==> config.mk <==
export PLATFORM = sky130hd
export DESIGN_NAME = iot_event_serializer_flat
export DESIGN_NICKNAME = d
export VERILOG_FILES = /design/src/rtl/iot_event_serializer_if.sv /design/src/rtl/iot_event_serializer.sv /design/src/flat_wrapper.sv
export SDC_FILE = /design/constraint.sdc
export NUM_CORES = 1
export LEC_CHECK = 0
export CORE_AREA = 2 2 78 80
export DETAILED_ROUTE_END_ITERATION = 10
export DIE_AREA = 0 0 80 82
export GPL_ROUTABILITY_DRIVEN = 0
export PLACE_DENSITY = 0.66
export SLEW_MARGIN = 10
export SYNTH_ARGS = -nofsm -noshare
export SYNTH_HDL_FRONTEND = slang
export SYNTH_SLANG_ARGS = --single-unit
==> constraint.sdc <==
create_clock -name clk -period 7.56 [get_ports clk]
set_input_delay 1.512 -clock clk [delete_from_list [all_inputs] [get_ports clk]]
set_output_delay 1.512 -clock clk [all_outputs]
set_load 0.05 [all_outputs]
==> src/rtl/iot_event_serializer_if.sv <==
// Request/event bus between the IoT device front-end and the event serializer.
// Optional drop_cnt signal exists only when IOT_DROP_COUNT_EN is defined.
interface iot_event_serializer_if #(
    parameter int N_DEV = 8,
    localparam int ID_W = $clog2(N_DEV)
);
    logic [N_DEV-1:0] dev_up;
    logic [N_DEV-1:0] dev_down;
    logic             change;
    logic             on_off;
    logic [ID_W-1:0]  dev_id;
    logic [N_DEV-1:0] active_map;
    logic             busy;
`ifdef IOT_DROP_COUNT_EN
    logic [7:0]       drop_cnt;
`endif

    modport master (
`ifdef IOT_DROP_COUNT_EN
        input  drop_cnt,
`endif
        output dev_up,
        output dev_down,
        input  change,
        input  on_off,
        input  dev_id,
        input  active_map,
        input  busy
    );

    modport slave (
`ifdef IOT_DROP_COUNT_EN
        output drop_cnt,
`endif
        input  dev_up,
        input  dev_down,
        output change,
        output on_off,
        output dev_id,
        output active_map,
        output busy
    );
endinterface

==> src/rtl/iot_event_serializer.sv <==
// Tracks per-device active state and serialises join/leave changes into a single
// round-robin event stream. Optional ignored-request counter: IOT_DROP_COUNT_EN.
module iot_event_serializer #(
    parameter int N_DEV = 8
) (
    input  logic                 clk,
    input  logic                 rst,
    iot_event_serializer_if.slave bus
);
    localparam int              ID_W    = $clog2(N_DEV);
    localparam logic [ID_W:0]   N_DEV_W = (ID_W + 1)'(N_DEV);

    logic [N_DEV-1:0] active_map_r;
    logic [N_DEV-1:0] pend_r;
    logic [N_DEV-1:0] pdir_r;
    logic [ID_W-1:0]  ptr_r;
    logic [ID_W-1:0]  dev_id_r;
    logic             change_r;
    logic             on_off_r;
    logic             busy_r;

    logic [N_DEV-1:0] acc_up_s;
    logic [N_DEV-1:0] acc_dn_s;
    logic [N_DEV-1:0] acc_s;
    logic [N_DEV-1:0] grant_vec_s;
    logic [N_DEV-1:0] pend_nxt_s;
    logic [N_DEV-1:0] pdir_nxt_s;
    logic             grant_vld_s;
    logic [ID_W-1:0]  grant_idx_s;

    // Index base+off reduced modulo N_DEV; base < N_DEV and off < N_DEV.
    function automatic logic [ID_W-1:0] wrap_idx(input logic [ID_W-1:0] base,
                                                 input int unsigned     off);
        logic [ID_W:0] sum;
        sum = {1'b0, base} + (ID_W + 1)'(off);
        return (sum >= N_DEV_W) ? ID_W'(sum - N_DEV_W) : sum[ID_W-1:0];
    endfunction

    // A request is only a state change when it is unambiguous and not a duplicate.
    assign acc_up_s = bus.dev_up & ~bus.dev_down & ~active_map_r;
    assign acc_dn_s = bus.dev_down & ~bus.dev_up & active_map_r;
    assign acc_s    = acc_up_s | acc_dn_s;

    // Round-robin search: scan offsets from the far end so the nearest pending index wins.
    always_comb begin
        grant_vld_s = 1'b0;
        grant_idx_s = '0;
        for (int j = N_DEV - 1; j >= 0; j--) begin
            if (pend_r[wrap_idx(ptr_r, j)]) begin
                grant_vld_s = 1'b1;
                grant_idx_s = wrap_idx(ptr_r, j);
            end else begin
                grant_vld_s = grant_vld_s;
                grant_idx_s = grant_idx_s;
            end
        end
    end

    assign grant_vec_s = grant_vld_s ? (N_DEV'(1) << grant_idx_s) : '0;

    // Accepted event on a pending, ungranted device cancels it; on a granted device it re-arms.
    assign pend_nxt_s = (acc_s & (grant_vec_s | ~pend_r)) | (~acc_s & pend_r & ~grant_vec_s);
    assign pdir_nxt_s = acc_up_s | (~acc_s & pdir_r);

    // Device state, pending events, pointer and registered event outputs.
    always_ff @(posedge clk) begin
        if (rst) begin
            active_map_r <= '0;
            pend_r       <= '0;
            pdir_r       <= '0;
            ptr_r        <= '0;
            dev_id_r     <= '0;
            change_r     <= 1'b0;
            on_off_r     <= 1'b0;
            busy_r       <= 1'b0;
        end else begin
            active_map_r <= active_map_r ^ acc_s;
            pend_r       <= pend_nxt_s;
            pdir_r       <= pdir_nxt_s;
            busy_r       <= |pend_r;
            change_r     <= grant_vld_s;
            if (grant_vld_s) begin
                on_off_r <= pdir_r[grant_idx_s];
                dev_id_r <= grant_idx_s;
                ptr_r    <= wrap_idx(grant_idx_s, 1);
            end else begin
                on_off_r <= on_off_r;
                dev_id_r <= dev_id_r;
                ptr_r    <= ptr_r;
            end
        end
    end

    assign bus.change     = change_r;
    assign bus.on_off     = on_off_r;
    assign bus.dev_id     = dev_id_r;
    assign bus.active_map = active_map_r;
    assign bus.busy       = busy_r;

`ifdef IOT_DROP_COUNT_EN
    logic [N_DEV-1:0] ign_s;
    logic [7:0]       drop_cnt_r;

    assign ign_s = (bus.dev_up & bus.dev_down)
                 | (bus.dev_up & ~bus.dev_down & active_map_r)
                 | (bus.dev_down & ~bus.dev_up & ~active_map_r);

    // Saturating count of cycles carrying at least one ignored request.
    always_ff @(posedge clk) begin
        if (rst) begin
            drop_cnt_r <= 8'd0;
        end else if ((|ign_s) && (drop_cnt_r != 8'hFF)) begin
            drop_cnt_r <= drop_cnt_r + 8'd1;
        end else begin
            drop_cnt_r <= drop_cnt_r;
        end
    end

    assign bus.drop_cnt = drop_cnt_r;
`endif

endmodule

==> src/flat_wrapper.sv <==
// flat-port wrapper written by rule: the top's interface ports become plain ports
module iot_event_serializer_flat 
#(
    parameter int N_DEV = 8
)
  (clk, rst, bus_dev_up, bus_dev_down, bus_change, bus_on_off, bus_dev_id, bus_active_map, bus_busy);
  iot_event_serializer_if #(.N_DEV(N_DEV)) bus_i ();
  input  logic clk;
  input  logic rst;
  input wire logic [$bits(bus_i.dev_up)-1:0] bus_dev_up;
  input wire logic [$bits(bus_i.dev_down)-1:0] bus_dev_down;
  output wire logic [$bits(bus_i.change)-1:0] bus_change;
  output wire logic [$bits(bus_i.on_off)-1:0] bus_on_off;
  output wire logic [$bits(bus_i.dev_id)-1:0] bus_dev_id;
  output wire logic [$bits(bus_i.active_map)-1:0] bus_active_map;
  output wire logic [$bits(bus_i.busy)-1:0] bus_busy;
  assign bus_i.dev_up = bus_dev_up;
  assign bus_i.dev_down = bus_dev_down;
  assign bus_change = bus_i.change;
  assign bus_on_off = bus_i.on_off;
  assign bus_dev_id = bus_i.dev_id;
  assign bus_active_map = bus_i.active_map;
  assign bus_busy = bus_i.busy;
  iot_event_serializer #(.N_DEV(N_DEV)) u_core (.clk(clk), .rst(rst), .bus(bus_i));
endmodule
==> results.cfg <==
[run_status]
status = complete, no violations

[layout]
final_common_cell = nand2_1
num_antenna_cells = 0
final_cells = 397
final_cell_mix = nand2_1, nor2_1, dfxtp_1
area_growth_pct = 16.1
final_nets = 342
layout-drive-gt1-share = 0.137
fill_cells = 578
fin_area_um2 = 2880
final_core_util = 0.502

[grt]
grt_usage = 0.181
antenna_found_initial = 0
grt_pass1_wl_um = 9430
first_global_vias = 2029
grt_max_degree = 34
grt.overflow.total = 0

[route]
postRouteWirelength_um = 5660
final_antenna_net_count = 0
via_count = 2224
post-route-drc-count = 0
routedWlPerCell_um = 14.3
via_per_inst = 5.60
dr.first_iter.drc_count = 278
drtPass1Iterations = 5

[place]
dp_cells = 389
dpl_worst_slack_ns = 3.01
dpl_cell_area_um2 = 2800
dp_hpwl_um = 4020
port_buffers = 31

[synth]
synthTopCellsByArea = dfxtp_1, mux4_2, nand2_1
synth_compound_area_frac = 0.244
yosysTopAreaCellShare = 0.266
seq_area_frac_synth = 0.266
syn_inst = 299
syn-num-nets = 320
postSynthAreaPerCell_um2 = 8.30
yosys.area_share.simple = 0.165
synthMuxAreaShare = 0.191
synth_top_family_by_area = compound AO/OA/AOI/OAI gates
synth_xor_area_frac = 0.0489
synth_edf_count = 0
yosysUniqueCellTypes = 52
ys_ff_latch = 33
synth-main-ff-cell = dfxtp_1
ys_warn_count = 0
synthArstFlopShare = 0
netlist_area_um2 = 2480
synth_adder_area_share = 0.0151
yosys.area.top_type = dfxtp_1

[timing]
relSlewSlack = 0.435
fmax_ghz = 0.218
rsz0062_at_grt = false
min_period_ns = 4.58
whs_ns = 0.462
worst_slew_pin_slew_ns = 0.847
finalHoldViolations = 0
skew_ns = 0.0134
finalCritPeriodShare = 0.606
drv_slew = 0
setup_violations = 0
setup_ws_ns = 2.98
setup_total_negative_slack_ns = 0

[clock_tree]
cts_buffer_depth = 2
cts.clk_slew.worst_paths_ns = 0.08
cts_resized = 0
cts_setup_buffers = 0
ctsHoldBuffers = 0
cts_sinks = 33
tritoncts = yes
cts_buffers = 5
clockRootBuffer = clkbuf_8
insertion_delay_ns = 0.29
cts-htree-levels = 2

[floorplan]
start_util = 0.432
pin_count = 32
row_count = 28
core_area_um2 = 5750
dieArea_um2 = 6560
die_x_um = 80
die_h_um = 82

[pwr]
swShare = 0.511
power.density_nw_per_um2 = 492
p_comb_frac = 0.702
leakagePower_nw = 1.06
ir_drop_v = 0.000284
p_sw_uw = 725
pwr-share-clk = 0.092
finalPower_mw = 1.42
seq_power_share = 0.206
p_int_uw = 694

[min_path]
min_path_type = reg2reg

[job]
drv_cap = 0

[critical_path]
path_buf_inv = 1
path_cells = inv_1, ha_1, mux4_2, mux2_2, a211o_1, a221o_1, o21ai_4, mux2_4, a221oi_2, a211oi_2
cpPeakStageDelay_ns = 0.88
end_kind = flop
critPathTopFamily = compound AO/OA/AOI/OAI gates
worstSetupPathType = reg2reg
cpMaxStageDelayCell = dfxtp_1
required_ns = 7.74
cp.arrival_ns = 4.76
start_kind = flop
path_max_fanout = 20
-- cells in the mapped netlist (3+ instances only) --
library cell / n
ha_1: 3
nor2_1: 33
mux4_2: 13
nand3_1: 3
mux2_4: 3
dfxtp_1: 33
nor2b_1: 5
clkbuf_1: 4
buf_2: 10
a221o_1: 3
inv_1: 19
nand2_1: 47
mux2_2: 7
a221oi_1: 5
a21oi_1: 28
o21ai_0: 24
buf_6: 3
xnor2_1: 10
-- power groups by stage --
stage               combinational, mW  clock [mW]  sequential [mW]
floorplan                       0.832           0            0.302
detailed placement              0.986           0            0.294
global route                     1.08       0.140            0.300
CTS                             0.990       0.135            0.290
global placement                0.981           0            0.294
finish                          0.996       0.131            0.292
-- worst register-to-register path: stages, from the launching register on --
cell and delay [ns]:
dfxtp_1 0.88, inv_1 0.29, ha_1 0.75, mux4_2 0.48, mux2_2 0.34, a211o_1 0.30, a221o_1 0.30, o21ai_4 0.41
mux2_4 0.35, a221oi_2 0.28, a211oi_2 0.09
-- path summary, 6_finish.rpt --
check | cells past startpoint | end | slack [ns] | start
worst max register to register | 10 | u_core.bus.on_off | 2.98 | u_core.ptr_r[0]
worst min-delay path | 2 | u_core.bus.dev_id[2] | 0.46 | u_core.bus.dev_id[2]
worst max-delay path | 10 | u_core.bus.on_off | 2.98 | u_core.ptr_r[0]
worst min register to register | 2 | u_core.bus.dev_id[2] | 0.46 | u_core.bus.dev_id[2]
-- cell type report --
class | count | area [um2] | area share
Clock inverter | 3 | 17.5 | 0.00608
Sequential cell | 33 | 661 | 0.229
Inverter | 20 | 75.1 | 0.0261
Multi-Input combinational cell | 229 | 1650 | 0.572
Clock buffer | 5 | 68.8 | 0.0239
Tap cell | 75 | 93.8 | 0.0326
Timing Repair Buffer | 32 | 318 | 0.110
-- cell families after synthesis --
family                   after synthesis
XOR/XNOR                              13
AND/OR/NAND/NOR                       98
buffers and inverters                 37
AO/OA/AOI/OAI                         88
multiplexers                          27
flip-flops                            33
adder cells (fa/ha/maj)                3
-- layer usage --
layer,vias to the layer above,track usage,part of all wire
met5,-,0,0
met3,11,0.0363,0.059
met1,1013,0.250,0.46
li1,1114,-,-
met4,0,0.0729,0.017
met2,86,0.279,0.46
-- registers in the layout, summed over array words and instances (netlist names) --
register               count
u_core.pdir_r              8
u_core.bus.busy            1
u_core.bus.active_map      8
u_core.bus.change          1
u_core.ptr_r               3
u_core.bus.on_off          1
u_core.pend_r              8
u_core.bus.dev_id          3
No activity file was read; power rests on OpenSTA's default activity.
